--- config.mk ---
export PLATFORM = sky130hd
export DESIGN_NAME = menu_fsm_n
export DESIGN_NICKNAME = d
export VERILOG_FILES = /design/src/rtl/menu_fsm_n.sv
export SDC_FILE = /design/constraint.sdc
export NUM_CORES = 1
export LEC_CHECK = 0
export ABC_AREA = 1
export CAP_MARGIN = 20
export CELL_PAD_IN_SITES_DETAIL_PLACEMENT = 1
export CELL_PAD_IN_SITES_GLOBAL_PLACEMENT = 2
export CORE_MARGIN = 2
export CORE_UTILIZATION = 27
export CTS_CLUSTER_DIAMETER = 40
export DETAILED_ROUTE_END_ITERATION = 7
export PLACE_DENSITY = 0.86
export SLEW_MARGIN = 0
export SYNTH_ARGS = -nofsm -noshare
export SYNTH_HDL_FRONTEND = slang
export SYNTH_SLANG_ARGS = --single-unit
export TNS_END_PERCENT = 10
--- constraint.sdc ---
create_clock -name pclk -period 2.45 [get_ports pclk]
set_clock_uncertainty 0.2 [all_clocks]
set_input_delay 0.6125 -clock pclk [delete_from_list [all_inputs] [get_ports pclk]]
set_output_delay 0.6125 -clock pclk [all_outputs]
set_load 0.005 [all_outputs]
--- src/rtl/menu_fsm_n.sv ---
// -----------------------------------------------------------------------------
// menu_fsm_n : game menu navigation state machine
//
// Walks a player through TITLE -> CAR_SELECT -> CONTROL_SELECT -> GAME, with
// PAUSE reachable from GAME. Four pre-synchronised button levels are turned
// into single rising-edge events, one event per cycle is chosen by priority
// (U > D > R > L) and that event drives the menu one cycle later. All
// outputs are registered.
//
// Ports
//   pclk                     in   1   clock, rising edge
//   rst_n                    in   1   synchronous active-low reset
//   btnR/btnL/btnU/btnD      in   1   next / previous / confirm / back levels
//   title_screen_visible     out  1   screen enables (exactly one high)
//   car_select_visible       out  1
//   control_select_visible   out  1
//   game_visible             out  1
//   pause_visible            out  1
//   arrow_visible            out  1   selection arrow enable
//   arrow_xpos, arrow_ypos   out  11  arrow top-left position
//   car                      out  CW  confirmed car index
//   control                  out  KW  confirmed control index
//   game_start               out  1   one-cycle pulse on CONTROL_SELECT -> GAME
// -----------------------------------------------------------------------------
module menu_fsm_n #(
  parameter int N_CARS  = 4,
  parameter int N_CTRL  = 2,
  parameter int CAR_X0  = 208,
  parameter int CAR_DX  = 192,
  parameter int CAR_Y   = 480,
  parameter int CTRL_X0 = 256,
  parameter int CTRL_DX = 384,
  parameter int CTRL_Y  = 576,
  localparam int CW = (N_CARS > 2) ? $clog2(N_CARS) : 1,
  localparam int KW = (N_CTRL > 2) ? $clog2(N_CTRL) : 1
) (
  input  logic          pclk,
  input  logic          rst_n,
  input  logic          btnR,
  input  logic          btnL,
  input  logic          btnU,
  input  logic          btnD,
  output logic          title_screen_visible,
  output logic          car_select_visible,
  output logic          control_select_visible,
  output logic          game_visible,
  output logic          pause_visible,
  output logic          arrow_visible,
  output logic [10:0]   arrow_xpos,
  output logic [10:0]   arrow_ypos,
  output logic [CW-1:0] car,
  output logic [KW-1:0] control,
  output logic          game_start
);

  typedef enum logic [2:0] {
    S_TITLE    = 3'd0,
    S_CAR_SEL  = 3'd1,
    S_CTRL_SEL = 3'd2,
    S_GAME     = 3'd3,
    S_PAUSE    = 3'd4
  } state_t;

  // Event vector bit positions: {U, D, R, L}
  localparam int EV_U = 3;
  localparam int EV_D = 2;
  localparam int EV_R = 1;
  localparam int EV_L = 0;

  localparam logic [CW-1:0] CAR_LAST  = CW'(N_CARS - 1);
  localparam logic [KW-1:0] CTRL_LAST = KW'(N_CTRL - 1);

  state_t        r_state;
  logic [3:0]    r_prev;
  logic [3:0]    r_ev;
  logic [CW-1:0] r_car_cur;
  logic [KW-1:0] r_ctl_cur;

  logic [3:0]    w_btn;
  logic [3:0]    w_rise;
  logic [3:0]    w_ev_nx;
  state_t        w_state_nx;
  logic [CW-1:0] w_car_cur_nx;
  logic [KW-1:0] w_ctl_cur_nx;
  logic [CW-1:0] w_car_nx;
  logic [KW-1:0] w_ctl_nx;
  logic          w_gs_nx;
  logic          w_arrow_vis_nx;
  logic [10:0]   w_ax_nx;
  logic [10:0]   w_ay_nx;

  // Arrow coordinate: origin plus index times pitch, wrapped to 11 bits.
  function automatic logic [10:0] arrow_pos(input int base, input int pitch, input int idx);
    logic [31:0] sum;
    sum = 32'(base + idx * pitch);
    return sum[10:0];
  endfunction

  assign w_btn  = {btnU, btnD, btnR, btnL};
  assign w_rise = w_btn & ~r_prev;

  // Keep only the highest-priority rising edge (U > D > R > L).
  always_comb begin
    w_ev_nx = 4'b0000;
    if (w_rise[EV_U]) begin
      w_ev_nx = 4'b1000;
    end else if (w_rise[EV_D]) begin
      w_ev_nx = 4'b0100;
    end else if (w_rise[EV_R]) begin
      w_ev_nx = 4'b0010;
    end else if (w_rise[EV_L]) begin
      w_ev_nx = 4'b0001;
    end else begin
      w_ev_nx = 4'b0000;
    end
  end

  // Menu transitions driven by the event registered on the previous edge.
  always_comb begin
    w_state_nx   = r_state;
    w_car_cur_nx = r_car_cur;
    w_ctl_cur_nx = r_ctl_cur;
    w_car_nx     = car;
    w_ctl_nx     = control;
    w_gs_nx      = 1'b0;
    case (r_state)
      S_TITLE: begin
        if (r_ev[EV_U]) begin
          w_state_nx   = S_CAR_SEL;
          w_car_cur_nx = {CW{1'b0}};
        end else begin
          w_state_nx = S_TITLE;
        end
      end
      S_CAR_SEL: begin
        if (r_ev[EV_U]) begin
          w_car_nx     = r_car_cur;
          w_ctl_cur_nx = {KW{1'b0}};
          w_state_nx   = S_CTRL_SEL;
        end else if (r_ev[EV_D]) begin
          w_state_nx = S_TITLE;
        end else if (r_ev[EV_R]) begin
          w_car_cur_nx = (r_car_cur == CAR_LAST) ? {CW{1'b0}} : r_car_cur + 1'b1;
        end else if (r_ev[EV_L]) begin
          w_car_cur_nx = (r_car_cur == {CW{1'b0}}) ? CAR_LAST : r_car_cur - 1'b1;
        end else begin
          w_state_nx = S_CAR_SEL;
        end
      end
      S_CTRL_SEL: begin
        if (r_ev[EV_U]) begin
          w_ctl_nx   = r_ctl_cur;
          w_state_nx = S_GAME;
          w_gs_nx    = 1'b1;
        end else if (r_ev[EV_D]) begin
          // Going back re-points the car cursor at the confirmed car.
          w_state_nx   = S_CAR_SEL;
          w_car_cur_nx = car;
        end else if (r_ev[EV_R]) begin
          w_ctl_cur_nx = (r_ctl_cur == CTRL_LAST) ? {KW{1'b0}} : r_ctl_cur + 1'b1;
        end else if (r_ev[EV_L]) begin
          w_ctl_cur_nx = (r_ctl_cur == {KW{1'b0}}) ? CTRL_LAST : r_ctl_cur - 1'b1;
        end else begin
          w_state_nx = S_CTRL_SEL;
        end
      end
      S_GAME: begin
        if (r_ev[EV_D]) begin
          w_state_nx = S_PAUSE;
        end else begin
          w_state_nx = S_GAME;
        end
      end
      S_PAUSE: begin
        if (r_ev[EV_U]) begin
          w_state_nx = S_GAME;
        end else if (r_ev[EV_D]) begin
          w_state_nx   = S_TITLE;
          w_car_nx     = {CW{1'b0}};
          w_ctl_nx     = {KW{1'b0}};
          w_car_cur_nx = {CW{1'b0}};
          w_ctl_cur_nx = {KW{1'b0}};
        end else begin
          w_state_nx = S_PAUSE;
        end
      end
      default: begin
        w_state_nx = S_TITLE;
      end
    endcase
  end

  // Arrow enable and position follow the upcoming state and cursors.
  always_comb begin
    w_arrow_vis_nx = 1'b0;
    w_ax_nx        = 11'd0;
    w_ay_nx        = 11'd0;
    case (w_state_nx)
      S_CAR_SEL: begin
        w_arrow_vis_nx = 1'b1;
        w_ax_nx        = arrow_pos(CAR_X0, CAR_DX, int'(w_car_cur_nx));
        w_ay_nx        = 11'(CAR_Y);
      end
      S_CTRL_SEL: begin
        w_arrow_vis_nx = 1'b1;
        w_ax_nx        = arrow_pos(CTRL_X0, CTRL_DX, int'(w_ctl_cur_nx));
        w_ay_nx        = 11'(CTRL_Y);
      end
      default: begin
        w_arrow_vis_nx = 1'b0;
        w_ax_nx        = 11'd0;
        w_ay_nx        = 11'd0;
      end
    endcase
  end

  // State, event pipeline and registered outputs.
  always_ff @(posedge pclk) begin
    if (!rst_n) begin
      // Previous levels start high so a button held through reset is not an event.
      r_prev                 <= 4'b1111;
      r_ev                   <= 4'b0000;
      r_state                <= S_TITLE;
      r_car_cur              <= {CW{1'b0}};
      r_ctl_cur              <= {KW{1'b0}};
      car                    <= {CW{1'b0}};
      control                <= {KW{1'b0}};
      game_start             <= 1'b0;
      title_screen_visible   <= 1'b1;
      car_select_visible     <= 1'b0;
      control_select_visible <= 1'b0;
      game_visible           <= 1'b0;
      pause_visible          <= 1'b0;
      arrow_visible          <= 1'b0;
      arrow_xpos             <= 11'd0;
      arrow_ypos             <= 11'd0;
    end else begin
      r_prev                 <= w_btn;
      r_ev                   <= w_ev_nx;
      r_state                <= w_state_nx;
      r_car_cur              <= w_car_cur_nx;
      r_ctl_cur              <= w_ctl_cur_nx;
      car                    <= w_car_nx;
      control                <= w_ctl_nx;
      game_start             <= w_gs_nx;
      title_screen_visible   <= (w_state_nx == S_TITLE);
      car_select_visible     <= (w_state_nx == S_CAR_SEL);
      control_select_visible <= (w_state_nx == S_CTRL_SEL);
      game_visible           <= (w_state_nx == S_GAME);
      pause_visible          <= (w_state_nx == S_PAUSE);
      arrow_visible          <= w_arrow_vis_nx;
      arrow_xpos             <= w_ax_nx;
      arrow_ypos             <= w_ay_nx;
    end
  end

endmodule

After elaboration in Yosys (flattened, before gate mapping)
Index checks and enable logic that the tools add are counted.
W data, S select, Z words.
{"block": "classes", "mul": 2, "muxes": 51, "eq_ne": 13, "reduce_logical": 12, "bitwise": 3, "addsub": 6}
{"operator": "$mux W3", "count": 12}
{"operator": "$mux W2", "count": 15}
{"operator": "$pmux W11 S2", "count": 1}
{"operator": "$pmux W10 S2", "count": 1}
{"operator": "$mux W1", "count": 16}
{"operator": "$pmux W3 S5", "count": 1}
{"operator": "$eq A3 B2 Y1 const B", "count": 4}
{"operator": "$add A8 B10 Y11 const A", "count": 1}
{"operator": "$add A9 B10 Y11 const A", "count": 1}
{"operator": "$ne A2 B2 Y1 const B", "count": 4}
{"operator": "$pmux W2 S4", "count": 1}
{"operator": "$reduce_and A4 Y1", "count": 2}
{"operator": "$eq A3 B1 Y1 const B", "count": 2}
{"operator": "$eq A3 B3 Y1 const B", "count": 2}
{"operator": "$logic_not A3 Y1", "count": 2}
{"operator": "$and A4 B4 Y4", "count": 1}
{"operator": "$mul A2 B2 Y4 const B", "count": 1}
{"operator": "$mux W4", "count": 1}
{"operator": "$not A4 Y4", "count": 1}
{"operator": "$pmux W2 S2", "count": 1}
{"operator": "$reduce_bool A2 Y1", "count": 2}
{"operator": "$reduce_or A2 Y1", "count": 2}
{"operator": "$reduce_or A4 Y1", "count": 1}
{"operator": "$mul A1 B2 Y3 const B", "count": 1}
{"operator": "other kinds (11)", "count": 11}
{"block": "totals", "register_bits": 46, "wordCells": 106, "output_inout_bits": 32, "in_bits": 6}

Logic depth before layout (Yosys ltp)
Gate-level depths: netlist of the first run.
{"block": "depth", "ltp_word": 10, "depth_mapped": 14, "mapped_depth_nobuf": 14}

Worst setup path after synthesis of the first run
Ideal clock, no wire load.
{"block": "synth_path", "path_kind": "register to register", "from": "register r_ev[3]", "to": "register arrow_xpos[7]", "synth_period_minus_slack_ps": 1997, "setup_slack_ps": 453, "arrival_time_ps": 1665, "setup_ps": 132, "n_path_buf": 1, "required_ps": 2118, "stages_incl_launch_ff": 12, "path_cell_list": "dfxtp_1 -> buf_2 -> nor2_1 -> inv_1 -> nand3_1 -> nand4_1 -> o21bai_1 -> ha_1 -> inv_1 -> nand3_1 -> nand3_1 -> a21oi_2"}
{"block": "synth_via", "elab_chain_cells": 5, "elab_cells_between_ends": 21, "classes_between": "add/sub: 2; mul: 2; eq/ne: 2; mux: 15"}
{"item": "from (decl)", "line_no": "75", "rtl": "logic [3:0] r_ev;"}
{"item": "from (signal assigned)", "line_no": "239", "rtl": "r_ev <= w_ev_nx;"}
{"item": "$mux W2 (on tied branches)"}
{"item": "$pmux W2 S4 (*)", "line_no": "126", "rtl": "case (r_state)"}
{"item": "via w_car_cur_nx[1]", "line_no": "83", "rtl": "logic [CW-1:0] w_car_cur_nx;"}
{"item": "$mul A2 B2 Y4 (*)", "line_no": "95", "rtl": "sum = 32'(base + idx * pitch);"}
{"item": "$add A8 B10 Y11 (*)", "line_no": "95"}
{"item": "$pmux W11 S2 (*)", "line_no": "198", "rtl": "case (w_state_nx)"}
{"item": "to (signal assigned)", "line_no": "252", "rtl": "arrow_xpos <= w_ax_nx;"}
{"item": "to (decl)", "line_no": "49", "rtl": "output logic [10:0] arrow_xpos,"}
Mark *: on every way through the listed nets, which the timed path passes. The rest lies on a longest branch.
A chain may end at the register's enable or synchronous reset.

Worst setup path after layout of the first run
Ends and elaborated chain as after synthesis.

==> results of run 1 <==
==> worst paths after layout <==
check	to	slack (ns)	depth (start not counted)
hold / removal	r_ev[0]	0.19	1
hold reg to reg	r_ev[0]	0.19	1
setup / recovery	arrow_xpos[7]	0.24	12
setup reg to reg	arrow_xpos[7]	0.24	12
==> metrics by stage <==
stage,total power [uW],hold slack [ns],cells,cell area (um2)
after detailed placement,599,0.186,293,1810
after CTS,1110,0.197,300,1930
final,1090,0.193,300,1930
after floorplan,578,0.175,209,1560
after global placement,598,0.187,293,1810
after global routing,1140,0.206,300,1930
==> cell families (layout without fill, tap and decap cells) <==
family                     Yosys count  after routing  synth area share (%)
and+or+nand+nor                     94             94                  30.9
buffers and inverters               48             67                  15.8
DFF                                 30             30                  39.4
AOI/OAI and AO/OA                   20             20                  9.20
adders and majority gates            4              4                  3.28
xor gates and xnor gates             2              2                  1.15
other                                1             11                 0.246
==> synthesized netlist by cell type, types with 3 or more instances <==
cell | number | area [um2]
a21oi_1 | 4 | 20.0
nand2_2 | 6 | 37.5
inv_2 | 5 | 18.8
nand3_1 | 17 | 85.1
o21ai_0 | 3 | 15.0
dfxtp_1 | 30 | 601
ha_1 | 4 | 50.1
nor2_4 | 3 | 33.8
buf_4 | 16 | 120
nand2_1 | 33 | 124
inv_1 | 24 | 90.1
nor2_1 | 19 | 71.3
nor3_1 | 5 | 25.0
o21ai_2 | 3 | 26.3
==> power groups by stage <==
stage / combinational (uW) / clock, uW / sequential (uW)
after global routing: 94.1 / 542 / 505
after detailed placement: 84.1 / 0 / 515
final: 84.0 / 502 / 504
after CTS: 84.7 / 517 / 504
after floorplan: 63.8 / 0 / 514
after global placement: 83.8 / 0 / 515
==> what timing repair did <==
action,4_1_cts,5_1_grt
gates resized for setup,0,1
setup endpoints to repair,0,1
hold endpoints to repair,0,0
==> layer usage <==
| layer | vias to the layer above | global-route usage [%] |
|---|---|---|
| met5 | - | 0 |
| met4 | 0 | 5.69 |
| met3 | 6 | 3.64 |
| met2 | 23 | 20.0 |
| met1 | 571 | 13.7 |
| li1 | 653 | - |
==> state kept, by name (all words and copies together) (netlist names), 2 cells and up <==
| register | cells |
|---|---|
| arrow_xpos | 6 |
| car | 2 |
| r_car_cur | 2 |
| r_ev | 4 |
| r_prev | 4 |
| r_state | 3 |
==> final cells by class <==
class | instances | area share (%)
clock buffer | 6 | 4.28
clock inverter | 1 | 1.56
inverter | 30 | 5.84
multi-input combinational | 131 | 37.4
sequential | 30 | 31.1
tap | 72 | 4.67
timing repair buffer | 30 | 15.1
==> worst reg2reg max path: cells and delay by family, from the launching register on <==
kind / cells / cell delay [ns]
AOI/OAI and AO/OA: 2 / 0.36
DFF: 1 / 0.34
buffers and inverters: 2 / 0.19
and+or+nand+nor: 7 / 0.75
adders and majority gates: 1 / 0.34
==> impl_metrics.yaml, run 1 <==
run_status:
  status: "completed"
synth:
  ys_warn_count: 0
  syn-cell-area_mm2: 0.00152
  synth.distinct_cells: 35
  async_reset_ff_share_pct: 0
  ys_seq_area_share_pct: 39.4
  synth-main-ff-cell: "dfxtp_1"
  synth_seq_cells: 30
  synth_edf_count: 0
  syn_inst: 199
  syn_area_per_cell_um2: 7.66
floorplanning:
  die_w_um: 79.1
  io_pins: 38
  die_area_mm2: 0.00626
  rows: 27
  die_y_um: 79.1
  core_area_mm2: 0.00547
  start_util_pct: 27.8
cts:
  cts_sinks: 30
  htreeDepth: 2
  clockRootBuffer: "clkbuf_8"
  hold_buffers: 0
  insertion_delay_ns: 0.28
  cts_setup_buffers: 0
  cts_buffers: 5
  ctsLongestPathBuffers: 2
  cts.clk_slew.worst_paths_ns: 0.06
  cts_tree: "yes"
global_route:
  grt_max_degree: 14
  antenna_found_initial: 0
  grt_use_total_pct: 11.9
  overflow: 0
  grt_pass1_wl_um: 5690
  grt_pass1_vias: 1259
worst_setup_path:
  worstPathCellList: "inv_1 -> nand2_1 -> nor2_2 -> nand3_1 -> nand3_1 -> nand4_1 -> o21bai_1 -> ha_1 -> inv_1 -> nand3_1 -> nand3_1 -> a21oi_2"
  max_stage_delay_ns: 0.34
  critPathKind: "flip-flop to flip-flop"
  end_kind: "flip-flop"
  start_kind: "flip-flop"
  crit_family: "simple AND/OR/NAND/NOR gates"
  cpMostUsedCell: "nand3_1"
  path_buf_inv: 2
  cp_data_required_time_ns: 2.47
  slowest_stage: "dfxtp_1"
  path_max_fanout: 5
  rr_startpoint: "r_ev[3]"
  critical_path.startpoint: "r_ev[3]"
  cp.arrival_ns: 2.23
power:
  p_leak_uw: 0.000831
  p_clk_share_pct: 46.0
  power_density_mw_per_mm2: 565
  intPower_uw: 860
  ir_drop_mv: 0.216
  comb_power_share_pct: 7.7
  netSwitchingFraction_pct: 21.1
  pwr-share-seq_pct: 46.3
  p_sw_uw: 230
placement:
  dp.final_hpwl_um: 2690
  place_congestion: 0.796
  post-place-ws_ns: 0.194
  port_buffers: 26
drt:
  drc: 0
  dr.pass1.iters: 4
  drt_wl_total_um: 3370
  viasPerCell: 4.18
  met1_length_um: 1520
  routed-wl-met2_um: 1650
  ant_nets: 0
  vias: 1253
  drt-initial-drc-count: 76
  wl_met3_um: 139
  highest_layer: "met4"
  drt-wirelength-per-cell_um: 11.2
sta:
  fmax_mhz: 452
  worst_slack_ns: 0.236
  finalSetupViolations: 0
  setup_tns_ns: 0
  fin_crit_ns: 2.21
  rsz0062_at_grt: "false"
  slew_violations: 0
  fin_crit_sh_pct: 90.4
  hold_violations: 0
min_path:
  worstHoldStart: "r_prev[0]"
  min_path_type: "flip-flop to flip-flop"
cells_and_area:
  layout-drive-gt1-share_pct: 17.5
  finish.utilization_pct: 35.2
  seq_area_um2: 601
  diodes: 0
  final_common_cell: "nand2_1"
  synthToLayoutAreaGrowth_pct: 26.5
  final_cell_mix: "nand2_1, dfxtp_1, clkdlybuf4s50_1"
  multi_input_area_um2: 722
  fill_cells: 674
  nets: 238
flow_run:
  cap_violations: 0
Power figures use the tool's default switching activity.
==> inputs of run 2 (changes only) <==
--- a/config.mk
+++ b/config.mk
@@ -13,7 +13,7 @@
 export CORE_UTILIZATION = 27
 export CTS_CLUSTER_DIAMETER = 40
 export DETAILED_ROUTE_END_ITERATION = 7
-export PLACE_DENSITY = 0.86
+export PLACE_DENSITY_LB_ADDON = 0.1
 export SLEW_MARGIN = 0
 export SYNTH_ARGS = -nofsm -noshare
 export SYNTH_HDL_FRONTEND = slang
==> run 2 against run 1 <==
Net effect:
- hold slack improved by 0.025 ns
- combinational power grew 3.5%
- sequential cell count did not move
- via count is 2.6% higher
- global-route usage rose by 1.4 points
- clock power decreased by 18%
- maximum frequency grew 0.20%
- non-clock buffer count is 1 lower
- count of clock-buffer cells in the layout grew 1
- critical endpoint unchanged
- largest cell class unchanged
==> impl_metrics.yaml, run 2 (same netlist as run 1, synthesis figures left out) <==
run_status:
  status: "completed"
cts:
  cts_buffers: 5
  hold_buffers: 0
  cts.clk_slew.worst_paths_ns: 0.06
  cts_tree: "yes"
  clockRootBuffer: "clkbuf_8"
  htreeDepth: 2
  cts_sinks: 30
  ctsLongestPathBuffers: 2
  insertion_delay_ns: 0.28
min_path:
  min_path_type: "flip-flop to flip-flop"
worst_setup_path:
  path_max_fanout: 8
  critPathKind: "flip-flop to flip-flop"
  start_kind: "flip-flop"
  cp.arrival_ns: 2.18
  cp_data_required_time_ns: 2.42
  end_kind: "flip-flop"
cells_and_area:
  largest_register_ffs: 6
  top_register: "arrow_xpos"
  reg_top3: "arrow_xpos (6), r_ev (4), r_prev (4)"
  final_cell_mix: "nand2_1, dfxtp_1, clkdlybuf4s50_1"
  seq_area_um2: 602
  final_common_cell: "nand2_1"
  nets: 237
  diodes: 0
  fill_cells: 679
  fin_cells: 300
  synthToLayoutAreaGrowth_pct: 25.4
  layout-drive-gt1-share_pct: 18.4
  multi_input_area_um2: 732
sta:
  finalSetupViolations: 0
  fin_crit_sh_pct: 90.2
  fin_crit_ns: 2.21
  rsz0062_at_grt: "false"
  fmax_mhz: 453
  slew_violations: 0
  setup_tns_ns: 0
  hold_violations: 0
floorplanning:
  io_pins: 38
  die_w_um: 79.1
  die_y_um: 79.1
  start_util_pct: 27.8
  rows: 27
  die_area_mm2: 0.00626
  core_area_mm2: 0.00547
power:
  ir_drop_mv: 0.240
  p_sw_uw: 241
  netSwitchingFraction_pct: 24.1
  p_clk_share_pct: 41.1
  intPower_uw: 761
  power_density_mw_per_mm2: 525
  pwr-share-seq_pct: 50.3
  p_leak_uw: 0.000817
  comb_power_share_pct: 8.7
drt:
  viasPerCell: 4.29
  vias: 1286
  drt-wirelength-per-cell_um: 12.5
  ant_nets: 0
  drc: 0
  drt_wl_total_um: 3750
  dr.pass1.iters: 4
  drt-initial-drc-count: 25
global_route:
  use_met2_pct: 21.9
  grt-busiest-layer: "met2"
  grt_use_total_pct: 13.3
  antenna_found_initial: 0
  grt_pass1_wl_um: 6220
  use_met1_pct: 16.6
  overflow: 0
  use_met3_pct: 3.41
  grt_pass1_vias: 1312
  grt_max_degree: 18
placement:
  dp.final_hpwl_um: 3030
  port_buffers: 26
  placed_cells: 292
  place_congestion: 0.740
flow_run:
  cap_violations: 0
run 2: cell type report:
cell class                      count  share of cell area [%]
Multi-Input combinational cell    131                    38.3
Sequential cell                    30                    31.5
Timing Repair Buffer               29                    14.8
Inverter                           30                    5.89
Tap cell                           72                    4.72
Clock buffer                        7                    4.52
Clock inverter                      1                   0.262
run 2: routing by layer:
metal,routed length [um],vias to the layer above
met4,61,0
met5,0,-
met3,137,5
li1,-,659
met2,1800,26
met1,1750,596
run 2: worst paths after layout:
check,cells past startpoint,slack [ns],end,start
max,13,0.24,arrow_xpos[7],r_state[1]
min,1,0.22,r_ev[0],r_prev[0]
max reg2reg,13,0.24,arrow_xpos[7],r_state[1]
min reg2reg,1,0.22,r_ev[0],r_prev[0]
run 2: power groups by stage:
stage	Combinational, uW	Clock [uW]	Sequential (uW)
2_1_floorplan	63.8	0	514
3_3_place_gp	84.8	0	514
3_5_place_dp	86.2	0	515
4_1_cts	86.6	432	504
5_1_grt	98.2	457	505
6_report	86.9	412	504
run 2: repair_timing:
item | CTS | global route
setup endpoints to repair | 0 | 2
gates resized for setup | 0 | 5
buffers inserted | 0 | 0
run 2: worst max-delay path, stage by stage, from the launching register on:
cell and delay (ns):
dfxtp_1 0.37, nor2_2 0.22, nand2_4 0.12, nand2_1 0.15, nand2_1 0.06, nand3_1 0.08, nand2_1 0.07, nand2_2 0.10
inv_1 0.12, ha_1 0.33, inv_1 0.06, nand3_1 0.06, nand3_1 0.10, a21oi_2 0.05
run 2: per-stage QoR:
step | setup WS [ns] | area (um2) | total power, uW | hold WS (ns) | utilization, %
2_1_floorplan | 0.453 | 1560 | 578 | 0.175 | -
3_3_place_gp | 0.159 | 1810 | 599 | 0.182 | 33.0
3_5_place_dp | 0.128 | 1810 | 601 | 0.202 | 33.0
4_1_cts | 0.103 | 1900 | 1020 | 0.211 | 34.7
5_1_grt | 0.0155 | 1910 | 1060 | 0.229 | 34.9
6_report | 0.240 | 1910 | 1000 | 0.218 | 34.9
==> inputs of run 3 (changes only) <==
--- a/config.mk
+++ b/config.mk
@@ -5,15 +5,15 @@
 export SDC_FILE = /design/constraint.sdc
 export NUM_CORES = 1
 export LEC_CHECK = 0
-export ABC_AREA = 1
+export ABC_AREA = 0
 export CAP_MARGIN = 20
 export CELL_PAD_IN_SITES_DETAIL_PLACEMENT = 1
 export CELL_PAD_IN_SITES_GLOBAL_PLACEMENT = 2
 export CORE_MARGIN = 2
-export CORE_UTILIZATION = 27
+export CORE_UTILIZATION = 29
 export CTS_CLUSTER_DIAMETER = 40
 export DETAILED_ROUTE_END_ITERATION = 7
-export PLACE_DENSITY_LB_ADDON = 0.1
+export PLACE_DENSITY = 0.79
 export SLEW_MARGIN = 0
 export SYNTH_ARGS = -nofsm -noshare
 export SYNTH_HDL_FRONTEND = slang
==> run 3 against run 2 <==
Net effect:
- via count is 2.5% lower
- routed wire length is 4.5% lower
- synthesized area about the same
- critical path type unchanged
- highest routed layer unchanged
==> impl_metrics.yaml, run 3 <==
run_status:
  status: "completed"
power:
  comb_power_share_pct: 8.8
  power_density_mw_per_mm2: 538
  netSwitchingFraction_pct: 22.8
  intPower_uw: 852
  ir_drop_mv: 0.319
  p_sw_uw: 251
  p_leak_uw: 0.000824
  p_total_uw: 1100
  pwr-share-seq_pct: 46.0
  p_clk_share_pct: 45.2
global_route:
  grt_max_degree: 12
  overflow: 0
  antenna_found_initial: 0
  grt_pass1_wl_um: 5960
  grt_pass1_vias: 1314
  grt_use_total_pct: 12.8
flow_run:
  cap_violations: 0
floorplanning:
  rows: 26
  io_pins: 38
  start_util_pct: 29.9
  die_y_um: 76.5
  die_area_mm2: 0.00586
  die_w_um: 76.5
  core_area_mm2: 0.00511
synth:
  synth_top_area_share_pct: 39.4
  syn_area_per_cell_um2: 8.97
  synth_edf_count: 0
  synth-main-ff-cell: "dfxtp_1"
  synth.distinct_cells: 54
  syn-cell-area_mm2: 0.00153
  ys_warn_count: 0
  async_reset_ff_share_pct: 0
  synthTopCellsByArea: "dfxtp_1, buf_4, nor2_1"
  ys_seq_area_share_pct: 39.4
  synth_most_common_cell: "dfxtp_1"
  synth_top_cell_by_area: "dfxtp_1"
  synth_commonest_cells: "dfxtp_1, nor2_1, buf_4, a21oi_1, nand2_1"
  synth_seq_cells: 30
  syn_inst: 170
cells_and_area:
  largest_register_ffs: 6
  diodes: 0
  nets: 219
  finish.utilization_pct: 40.2
  final_common_cell: "clkdlybuf4s50_1"
  reg_top3: "arrow_xpos (6), r_ev (4), r_prev (4)"
  fill_cells: 594
  layout-drive-gt1-share_pct: 25.7
  fin_cells: 280
  synthToLayoutAreaGrowth_pct: 34.5
  final_cell_mix: "clkdlybuf4s50_1, dfxtp_1, buf_4"
  top_register: "arrow_xpos"
sta:
  fmax_mhz: 428
  fin_crit_sh_pct: 95.3
  setup_tns_ns: 0
  finalSetupViolations: 0
  slew_violations: 0
  hold_ws_ns: 0.194
  fin_crit_ns: 2.34
  worst-slew-pin-transition_ns: 0.562
  hold_violations: 0
  slew_headroom_pct: 62.4
cts:
  cts_sinks: 30
  cts_tree: "yes"
  cts.clk_slew.worst_paths_ns: 0.07
  clockRootBuffer: "clkbuf_8"
  hold_buffers: 0
  htreeDepth: 2
  cts_buffers: 5
  ctsLongestPathBuffers: 2
  insertion_delay_ns: 0.28
min_path:
  hold_path_depth: 1
  worstHoldStart: "r_prev[0]"
  min_path_type: "flip-flop to flip-flop"
  min_to: "r_ev[0]"
drt:
  dr.pass1.iters: 4
  vias: 1254
  ant_nets: 0
  drt-wirelength-per-cell_um: 12.8
  drc: 0
  drt_wl_total_um: 3580
  drt-initial-drc-count: 40
  viasPerCell: 4.48
worst_setup_path:
  critPathKind: "flip-flop to flip-flop"
  start_kind: "flip-flop"
  ff2ff_setup_slack_ns: 0.11
  rr_startpoint: "r_state[0]"
  reg2reg_to: "arrow_xpos[7]"
  max_stage_delay_ns: 0.42
  end_kind: "flip-flop"
  rr_worst_depth: 7
  path_max_fanout: 9
  cp_data_required_time_ns: 2.41
  worstPathCellList: "or3b_4 -> nor4b_4 -> a21o_2 -> nor3_2 -> ha_1 -> nor4_2 -> o31ai_2"
  slowest_stage: "or3b_4"
  cp.arrival_ns: 2.30
placement:
  placed_cells: 270
  port_buffers: 26
  dp.final_hpwl_um: 2790
  place_congestion: 0.804
run 3: changes by cell type after synthesis, moves of 3 or more:
cell / change
nor2b_1: +7
o21ai_2: -3
nand2_2: -6
buf_2: +3
nand3_1: -16
inv_1: -20
nand2_1: -25
a21oi_1: +7
nor2_4: -3
and2_1: +3
nand2b_1: +6
run 3: worst max-delay path by stage:
stage | startpoint | cells after the start | slack (ns) | end
after global placement | r_ev[3] | 8 | 0.11 | arrow_xpos[7]
after detailed placement | r_state[0] | 7 | -0.06 | arrow_xpos[7]
after global routing | r_state[0] | 9 | -0.008 | arrow_xpos[10]
after floorplan | r_state[1] | 8 | 0.15 | arrow_xpos[7]
after CTS | r_state[1] | 8 | 0.02 | arrow_xpos[7]
final | r_state[0] | 7 | 0.11 | arrow_xpos[7]
run 3: critical path, delay by kind of cell (launching register included):
family          cells  cell delay (ns)
simple gates        4             1.03
fa+ha+maj           1             0.33
compound gates      2             0.24
flops               1             0.40
run 3: power groups by stage:
stage	logic (uW)	registers [uW]	clock network [uW]
6_report	97.0	507	499
5_1_grt	107	509	532
2_1_floorplan	70.7	515	0
3_5_place_dp	93.4	518	0
3_3_place_gp	91.2	517	0
4_1_cts	95.3	507	519
run 3: cell type report:
cell class | instances | area, um2 | area share, %
multi-input cells | 119 | 802 | 39.1
flip-flops and latches | 30 | 611 | 29.8
repair buffers | 46 | 410 | 20.0
well taps | 70 | 87.6 | 4.27
clock buffers | 5 | 68.8 | 3.36
clock inverters | 3 | 45.0 | 2.20
inverters | 7 | 26.3 | 1.28
run 3: per-stage QoR:
step           cell area, um2  setup WS (ns)
5_1_grt                  2050       -0.00833
6_report                 2050          0.115
3_3_place_gp             1880          0.111
3_5_place_dp             1880        -0.0559
2_1_floorplan            1560          0.150
4_1_cts                  2020         0.0162
run 3: layer usage:
layer | vias up | share of wire, % | GRT usage (%)
li1 | 631 | - | -
met1 | 598 | 44 | 14.1
met2 | 21 | 52 | 23.1
met3 | 4 | 3.1 | 3.55
met4 | 0 | 0.95 | 4.91
met5 | - | 0 | 0
run 3: logic make-up after synthesis:
family          count (synthesis)  share of synthesized area [%]
fa+ha+maj                       4                           3.28
buf+inv                        31                           12.4
xor+xnor                        2                           1.15
flops                          30                           39.4
other cells                     1                          0.246
mux                             2                           1.31
compound gates                 28                           12.4
simple gates                   72                           29.9
run 3: timing repair:
action	4_1_cts	5_1_grt
pin swaps	1	4
endpoints found under the hold margin	0	0
gates resized for setup	2	11
endpoints found under the setup margin	1	3
setup buffers	2	0
